## src/rtl/rv32i_types.sv

```systemverilog
// rv32i_types: shared types for the pipeline hazard/fetch controller
package rv32i_types;
  localparam int XLEN = 32;
  typedef enum logic [1:0] {F_RST, F_REQ, F_HOLD, F_DROP} fetch_state_t;
endpackage

```

## src/rtl/fetch_tracker.sv

```systemverilog
// fetch_tracker: imem handshake FSM with a 1-entry IR hold buffer and a redirect-target latch
module fetch_tracker
  import rv32i_types::*;
(
  input  logic            clk,
  input  logic            rst,
  input  logic            i_imem_resp,
  input  logic [XLEN-1:0] i_imem_rdata,
  input  logic [XLEN-1:0] i_branch_target,
  input  logic            i_redirect,
  input  logic            i_front_stall,
  output logic            o_imem_read,
  output logic [XLEN-1:0] o_if_ir,
  output logic            o_if_valid,
  output logic            o_load_pc,
  output logic            o_pc_redirect,
  output logic [XLEN-1:0] o_pc_redirect_addr,
  output logic            o_active
);
  fetch_state_t    r_state, w_next;
  logic [XLEN-1:0] r_hold, r_tgt;
  logic            w_cap, w_lat;

  assign o_active   = r_state != F_RST;
  assign o_if_valid = (r_state == F_REQ & i_imem_resp) | r_state == F_HOLD;

  // Next state and fetch-side outputs; a resp in F_DROP always redirects, even under a dmem stall, since the stale word must never reach IF/ID
  always_comb begin
    w_next             = r_state;
    o_imem_read        = 1'b0;
    o_if_ir            = '0;
    o_load_pc          = 1'b0;
    o_pc_redirect      = 1'b0;
    o_pc_redirect_addr = '0;
    w_cap              = 1'b0;
    w_lat              = 1'b0;
    case (r_state)
      F_RST: w_next = F_REQ;
      F_REQ: begin
        o_imem_read        = 1'b1;
        o_if_ir            = i_imem_rdata;
        o_load_pc          = i_imem_resp;
        o_pc_redirect      = i_imem_resp & i_redirect;
        o_pc_redirect_addr = (i_imem_resp & i_redirect) ? i_branch_target : '0;
        w_cap              = i_imem_resp & ~i_redirect & i_front_stall;
        w_lat              = ~i_imem_resp & i_redirect;
        w_next             = w_cap ? F_HOLD : w_lat ? F_DROP : F_REQ;
      end
      F_HOLD: begin
        o_if_ir            = r_hold;
        o_load_pc          = i_redirect;
        o_pc_redirect      = i_redirect;
        o_pc_redirect_addr = i_redirect ? i_branch_target : '0;
        w_next             = (i_redirect | ~i_front_stall) ? F_REQ : F_HOLD;
      end
      default: begin
        o_imem_read        = 1'b1;
        o_load_pc          = i_imem_resp;
        o_pc_redirect      = i_imem_resp;
        o_pc_redirect_addr = ~i_imem_resp ? '0 : i_redirect ? i_branch_target : r_tgt;
        w_lat              = ~i_imem_resp & i_redirect;
        w_next             = i_imem_resp ? F_REQ : F_DROP;
      end
    endcase
  end

  // State register, hold-buffer capture and redirect-target latch (newest redirect wins)
  always_ff @(posedge clk) begin
    if (rst) begin
      r_state <= F_RST;
      r_hold  <= '0;
      r_tgt   <= '0;
    end else begin
      r_state <= w_next;
      if (w_cap) r_hold <= i_imem_rdata;
      if (w_lat) r_tgt <= i_branch_target;
    end
  end
endmodule

```

## src/rtl/pipe_hazard_ctrl.sv

```systemverilog
// pipe_hazard_ctrl: stall/flush/fetch-handshake controller; PERF_CNT_EN adds saturating stall/redirect counters
module pipe_hazard_ctrl
  import rv32i_types::*;
#(
  parameter int NUM_STAGES = 5,
  parameter int EX_STAGE   = 2,
  parameter int PERF_W     = 32
) (
  input  logic                  clk,
  input  logic                  rst,
  output logic                  imem_read,
  input  logic                  imem_resp,
  input  logic [XLEN-1:0]       imem_rdata,
  input  logic                  dmem_read,
  input  logic                  dmem_write,
  input  logic                  dmem_resp,
  input  logic                  branch_take,
  input  logic [XLEN-1:0]       branch_target,
  input  logic [4:0]            id_rs1,
  input  logic [4:0]            id_rs2,
  input  logic                  id_use_rs1,
  input  logic                  id_use_rs2,
  input  logic [4:0]            ex_rd,
  input  logic                  ex_is_load,
  output logic [XLEN-1:0]       if_ir,
  output logic                  load_pc,
  output logic                  pc_redirect,
  output logic [XLEN-1:0]       pc_redirect_addr,
  output logic [NUM_STAGES-2:0] reg_load,
  output logic [NUM_STAGES-2:0] reg_flush,
  output logic [PERF_W-1:0]     perf_stall_cnt,
  output logic [PERF_W-1:0]     perf_flush_cnt
);
  logic w_mem_busy, w_load_use, w_go, w_redirect, w_front_stall, w_if_valid, w_active;

  assign w_mem_busy    = (dmem_read | dmem_write) & ~dmem_resp;
  assign w_load_use    = ex_is_load & (ex_rd != '0) &
                         ((id_use_rs1 & (id_rs1 == ex_rd)) | (id_use_rs2 & (id_rs2 == ex_rd)));
  assign w_go          = w_active & ~w_mem_busy;
  assign w_redirect    = w_go & branch_take;
  assign w_front_stall = w_mem_busy | (w_load_use & ~w_redirect);

  fetch_tracker u_fetch (
    .clk                (clk),
    .rst                (rst),
    .i_imem_resp        (imem_resp),
    .i_imem_rdata       (imem_rdata),
    .i_branch_target    (branch_target),
    .i_redirect         (w_redirect),
    .i_front_stall      (w_front_stall),
    .o_imem_read        (imem_read),
    .o_if_ir            (if_ir),
    .o_if_valid         (w_if_valid),
    .o_load_pc          (load_pc),
    .o_pc_redirect      (pc_redirect),
    .o_pc_redirect_addr (pc_redirect_addr),
    .o_active           (w_active)
  );

  // Per-register enables: redirect flushes up to EX, load-use holds the front and bubbles ID/EX, IF/ID follows fetch otherwise
  always_comb begin
    reg_load  = '0;
    reg_flush = '0;
    for (int r = 0; r < NUM_STAGES - 1; r++) begin
      reg_flush[r] = w_go & (w_redirect ? (r < EX_STAGE) :
                             w_load_use ? (r == EX_STAGE - 1) : ((r == 0) & ~w_if_valid));
      reg_load[r]  = w_go & ((w_redirect | w_load_use) ? (r >= EX_STAGE) : ((r != 0) | w_if_valid));
    end
  end

`ifdef PERF_CNT_EN
  logic [PERF_W-1:0] r_stall_cnt, r_flush_cnt;

  // Saturating per-cycle stall and redirect counters
  always_ff @(posedge clk) begin
    if (rst) begin
      r_stall_cnt <= '0;
      r_flush_cnt <= '0;
    end else begin
      if (w_active & (w_mem_busy | w_load_use) & ~&r_stall_cnt) r_stall_cnt <= r_stall_cnt + PERF_W'(1);
      if (w_redirect & ~&r_flush_cnt) r_flush_cnt <= r_flush_cnt + PERF_W'(1);
    end
  end

  assign perf_stall_cnt = r_stall_cnt;
  assign perf_flush_cnt = r_flush_cnt;
`else
  assign perf_stall_cnt = '0;
  assign perf_flush_cnt = '0;
`endif
endmodule

```

## config.mk

```make
export PLATFORM = sky130hd
export DESIGN_NAME = pipe_hazard_ctrl
export DESIGN_NICKNAME = d
export VERILOG_FILES = /design/src/rtl/rv32i_types.sv /design/src/rtl/fetch_tracker.sv /design/src/rtl/pipe_hazard_ctrl.sv
export SDC_FILE = /design/constraint.sdc
export NUM_CORES = 1
export LEC_CHECK = 0
export ABC_AREA = 1
export CORE_ASPECT_RATIO = 0.6
export CORE_UTILIZATION = 25
export CTS_CLUSTER_SIZE = 24
export DETAILED_ROUTE_END_ITERATION = 8
export SKIP_CTS_REPAIR_TIMING = 1
export SLEW_MARGIN = 20
export SYNTH_ARGS = -nofsm -noshare
export SYNTH_HDL_FRONTEND = slang
export SYNTH_HIERARCHICAL = 1
export SYNTH_SLANG_ARGS = --single-unit
```

## constraint.sdc

```tcl
create_clock -name clk -period 2.5 [get_ports clk]
set_input_delay 0.5 -clock clk [delete_from_list [all_inputs] [get_ports clk]]
set_output_delay 0.5 -clock clk [all_outputs]
set_load 0.05 [all_outputs]
```

[After elaboration in Yosys (flattened, before gate mapping)]
Cells that the tools add are included.
Operators by class
  add/subtract/negate cells: 0
  multipliers: 0
  div/mod/pow operators: 0
  order comparisons: 0
  equal/unequal tests: 4
  shift operators: 0
  multiplexer cells: 22
  bitwise logic cells: 29
  reduce and logical (&&, ||, !) cells: 4
Operators by type and width (number)
  32-bit 2-to-1 mux: 4
  32-bit one-hot mux with 3 select lines: 1
  32-bit one-hot mux with 2 select lines: 1
  1-bit bitwise AND: 17
  5-bit == test: 2
  1-bit 2-to-1 mux: 9
  2-bit 2-to-1 mux: 4
  1-bit inverter: 6
  1-bit OR: 6
  2-bit one-hot mux with 3 select lines: 1
  5-bit nonzero test: 1
  1-bit one-hot mux with 3 select lines: 1
  2-bit by 1-bit == test with 1-bit output (second input constant): 1
  2-bit == test (second input constant): 1
  2-bit zero test: 1
  1-bit one-hot mux with 2 select lines: 1
  2-bit nonzero test: 1
  2-bit OR reduction: 1
Word-level totals
  register bits after elaboration: 66
  latch bits: 0
  RAM bits: 0
  bits in read-only memories: 0
  bits of input ports: 89
  memories kept: 0

[Longest topological paths before layout]
  depth after elaboration: 12
  gate-level depth with buffers: 14
  depth with buffers taken out: 14

[By module]
Netlist, hierarchy kept.
By module, submodules not included
  fetch_tracker: instances 1, cells an instance 611, area an instance 3801.1 sq um, seq. area each 1321.3 sq um
  pipe_hazard_ctrl: instances 1, cells an instance 141, area an instance 815.8 sq um, seq. area each 0.0 sq um

[Least setup slack after synthesis]
OpenSTA, ideal clock, no wires.
  path type: input to output
  start point: input port dmem_write
  end point: output port pc_redirect_addr[12]
  data arrival time: 2.558 ns
  setup slack: -0.558 ns
  stages: 8
  path buffers: 1
  path through: nor2_1 > nor2_1 > inv_1 > nand2_1 > nor2_1 > nand3_2 > buf_2 > o21ai_0
On the way
  cells in the longest elaborated chain, start to end: 8
RTL lines
  from (decl): line pipe_hazard_ctrl.sv:15  | input logic dmem_write,
  1-bit OR (*): line pipe_hazard_ctrl.sv:36  | assign w_mem_busy = (dmem_read | dmem_write) & ~dmem_resp;
  1-bit bitwise AND (*): line pipe_hazard_ctrl.sv:36
  1-bit inverter (*): line pipe_hazard_ctrl.sv:39  | assign w_go = w_active & ~w_mem_busy;
  1-bit bitwise AND (*): line pipe_hazard_ctrl.sv:39
  1-bit bitwise AND (*): line pipe_hazard_ctrl.sv:40  | assign w_redirect = w_go & branch_take;
  named net w_redirect: line pipe_hazard_ctrl.sv:34  | logic w_mem_busy, w_load_use, w_go, w_redirect, w_front_stall, w_if_valid, w_active;
  32-bit 2-to-1 mux or 1-bit bitwise AND (tied branches): line fetch_tracker.sv:60, fetch_tracker.sv:44
  32-bit 2-to-1 mux, on equally long branches: line fetch_tracker.sv:60, fetch_tracker.sv:44
  32-bit one-hot mux with 3 select lines (*): line fetch_tracker.sv:37  | case (r_state)
  to (decl): line pipe_hazard_ctrl.sv:28  | output logic [XLEN-1:0] pc_redirect_addr,
Mark *: on every way through the listed nets, which the timed path passes. The rest lies on a longest branch.

[Worst setup path after layout]
  start point: input port branch_take
  end point: output port pc_redirect_addr[4]
On the way
  cells in the longest elaborated chain, start to end: 4
RTL lines
  from (decl): line pipe_hazard_ctrl.sv:17  | input logic branch_take,
  1-bit bitwise AND (*): line pipe_hazard_ctrl.sv:40
  named net w_redirect: line pipe_hazard_ctrl.sv:34
  32-bit 2-to-1 mux or 1-bit bitwise AND (tied branches): line fetch_tracker.sv:60, fetch_tracker.sv:44
  32-bit 2-to-1 mux, on equally long branches: line fetch_tracker.sv:60, fetch_tracker.sv:44
  32-bit one-hot mux with 3 select lines (*): line fetch_tracker.sv:37
Marks and branches as above.

==> flow_summary.rst <==
.. list-table::
   :header-rows: 1

   * - Metric
     - Value
   * - Status
     - finished, violations left
   * - Violated checks
     - setup timing
   * - DP HPWL
     - 9.744 mm
   * - Fill cells
     - between 1,500 and 2,000
   * - Sequential cell fraction of total power
     - between 20% and 30%
   * - Switch share
     - between 30% and 40%
   * - Net switching power figure
     - 1.414 mW
   * - Data arrival at the endpoint of the critical path
     - 2010 ps
   * - I/O pins
     - ~230
   * - Total routing usage reported by global routing
     - between 10 and 15%
   * - Total met2 wirelength after detailed routing
     - between 6 and 7 mm
   * - First-pass GRT wire length
     - around 22 mm
   * - Final cell count without fillers
     - roughly 1,100
   * - Seq cells post-synth
     - 66
   * - Setup skew after layout
     - ~6.6 ps
   * - Detail-routed via count per cell
     - 4.393
   * - Post-layout util
     - a little over two fifths
   * - Leak
     - between 3 and 4 nW
   * - Worst Hold Depth
     - 2
   * - Pin count of the biggest net entering global routing
     - 66
   * - Die height
     - 107.3 µm
   * - Vias
     - slightly above 5,000
   * - Critical path capture point type
     - output pin
   * - List of most frequent post-synthesis cells
     - nand2_1 (171), a21oi_1 (127), buf_4 (73), nand3_1 (70), dfxtp_1 (66)
   * - Worst Path Class, Setup
     - input pin to output pin
   * - Routability congestion estimate from global placement
     - around 0.74
   * - Max cap viols
     - 0
   * - Unrepaired setup endpoints after global routing
     - true
   * - Min setup slack post-route
     - -14.18 ps
   * - Remaining antenna violation count
     - 0
   * - Maximum frequency from static timing analysis
     - between 0.3 and 0.4 GHz
   * - Die Width
     - between 150 and 200 µm
   * - VDD IR-drop max
     - 0.0003063 V
   * - Fraction of the yosys area taken by sequential cells
     - between 20 and 30%
   * - Slew Limit Fails
     - 0
   * - Number of antenna violations at the first check in global routing
     - 0
   * - Area growth from synthesis to layout
     - 71.19%
   * - Highest signal layer in the routed design
     - met4
   * - Largest fanout on the critical path
     - 8
   * - Cell count after synthesis
     - approximately 750
   * - HP Class
     - register to register
   * - Combinational cell fraction of total power
     - a little over a third
   * - Placeable Area
     - 0.01807 mm²
   * - Total number of H-tree levels
     - 3
   * - Nets
     - between 900 and 1,000
   * - Count of cells along the worst register-to-register path
     - 15
   * - Latest clock arrival within the worst-skew pair
     - 330 ps
   * - Critical path data required time
     - 2000 ps
   * - Final worst path period share
     - 100.6%
   * - Floorplan row count
     - 38
   * - Area share of the leading cell type in the synthesized netlist
     - approximately 29%
   * - Startpoint Class
     - input pin
   * - Starting DRT DRC Count
     - 370
   * - Top-count cell post-synth
     - nand2_1
   * - Setup slack of the worst register-to-register path
     - between 300 and 400 ps
   * - Area of the die
     - 0.01903 mm²
   * - Async set-or-reset flop fraction in the synthesized netlist
     - 0%
   * - Cell type contributing the most total cell area after synthesis
     - dfxtp_1
   * - Overall overflow remaining after global route
     - 0
   * - Fin. Hold Viols
     - 0
   * - Starting Density
     - between 20 and 30%
   * - Mean cell area of the mapped netlist
     - ~6 µm²
   * - Layout cell share with drive strength beyond 1
     - about a fifth
   * - Total instance count after detailed placement
     - 1,120
   * - Clock Sink Count
     - 66
   * - M1 WL
     - approximately 7.6 mm
   * - Clock buffer count from CTS
     - 9
   * - IO Port Bufs
     - around 160
   * - Setup violators final
     - 2
   * - Final worst hold slack
     - around 460 ps
   * - TritonCTS clock tree
     - yes
   * - Count of flip-flops with a built-in enable after synthesis
     - 0
   * - Yosys synthesis warning count
     - 6
   * - Drt first pass iters
     - 4
   * - Total inserted antenna cells
     - 0
   * - Post-detailed-route DRC marker count
     - 0
   * - Cell-internal power
     - roughly 2.6 mW
   * - Top area cells in the synthesized netlist
     - dfxtp_1 (29%), nand2_1 (14%), a21oi_1 (14%), buf_4 (12%), nand3_1 (7.6%)
   * - Library cells used by synthesis
     - 22
   * - Most used flip-flop cell after synthesis
     - dfxtp_1
   * - Power density of the placed cells
     - around 500 mW/mm²
   * - Routed wire length on met3
     - about 1.4 mm
   * - Wire length after detailed routing
     - 15.30 mm
   * - Total standard cell area after synthesis
     - around 0.0046 mm²
   * - Min Clock Period, post-route
     - roughly 2500 ps
   * - Routed len/inst
     - approximately 13 µm
   * - Vias in the first global route
     - between 4,000 and 5,000
   * - Clk buf depth
     - 2
   * - Clock-pin slew reported for the worst setup and hold paths after clock tree synthesis
     - ~60 ps
   * - Clock network power share
     - about 36%
   * - Clk root buf
     - clkbuf_16
-- power groups by stage --
| stage | clock (mW) | combinational [mW] | sequential (mW) |
|---|---|---|---|
| 2_1_floorplan | 0 | 0.892 | 1.12 |
| 4_1_cts | 1.51 | 1.35 | 1.10 |
| 3_5_place_dp | 0 | 1.35 | 1.13 |
| 5_1_grt | 1.56 | 1.54 | 1.11 |
| 6_report | 1.45 | 1.44 | 1.11 |
| 3_3_place_gp | 0 | 1.35 | 1.13 |
-- registers in the layout, summed over array words and instances (netlist names) --
register / flops
u_fetch/r_state: 2
u_fetch/r_tgt: 32
u_fetch/r_hold: 32
-- cell type report --
class | count | area, µm² | share of cell area [%]
repair buffers | 195 | 2813 | 35.59
inverters | 64 | 242.7 | 3.071
flip-flops and latches | 66 | 1324 | 16.75
well taps | 240 | 300.3 | 3.799
clock inverters | 6 | 115.1 | 1.456
multi-input cells | 565 | 2884 | 36.49
clock buffers | 9 | 225.2 | 2.849
-- cells in the final DEF, fill, tap and decap left out, types with 6 or more instances in the layout --
cell type / n
a21oi_1: 126
buf_12: 79
buf_4: 16
buf_6: 6
clkbuf_16: 15
clkdlybuf4s50_1: 83
conb_1: 66
dfxtp_1: 64
inv_1: 54
inv_2: 9
nand2_1: 168
nand3_1: 70
nor2_1: 47
o21ai_0: 17
o21ai_1: 15
o21ai_2: 12
o21ai_4: 22
-- final timing paths --
kind	end	from
max	pc_redirect_addr[4]	branch_take
min	u_fetch/r_hold[16]	u_fetch/r_hold[16]
min reg2reg	u_fetch/r_hold[16]	u_fetch/r_hold[16]
max reg2reg	u_fetch/r_hold[27]	u_fetch/r_state[1]
-- layer usage --
layer  GRT usage [%]  up-vias
met2           20.15      181
met4           2.930        0
li1                -     2595
met5               0        -
met3           4.096       10
met1           21.80     2244
-- critical path: stages --
cell and delay [ps]:
clkdlybuf4s50_1 450, inv_1 70, nor2_4 110, buf_6 130, nand3_4 160, clkbuf_16 240, o21ai_4 180, buf_12 160
-- per-stage QoR --
| step | power, mW | cell area (µm²) | setup slack [ps] | setup TNS, ps |
|---|---|---|---|---|
| finish | 3.996 | 7904 | -14.18 | -15.09 |
| global route | 4.201 | 7904 | -116.8 | -2280 |
| CTS | 3.963 | 7365 | -215.9 | -4917 |
| detailed placement | 2.477 | 7024 | -176.8 | -9330 |
| global placement | 2.473 | 7024 | -174.3 | -7368 |
| floorplan | 2.014 | 4868 | -215.0 | -6207 |
-- cell families after synthesis --
kind of cell,share of synthesized area [%]
and+or+nand+nor,27.10
AOI/OAI and AO/OA,21.30
buffers and inverters,21.82
DFF,28.62
adders and majority gates,1.084
other,0.08122
Power figures use the tool's default switching activity.
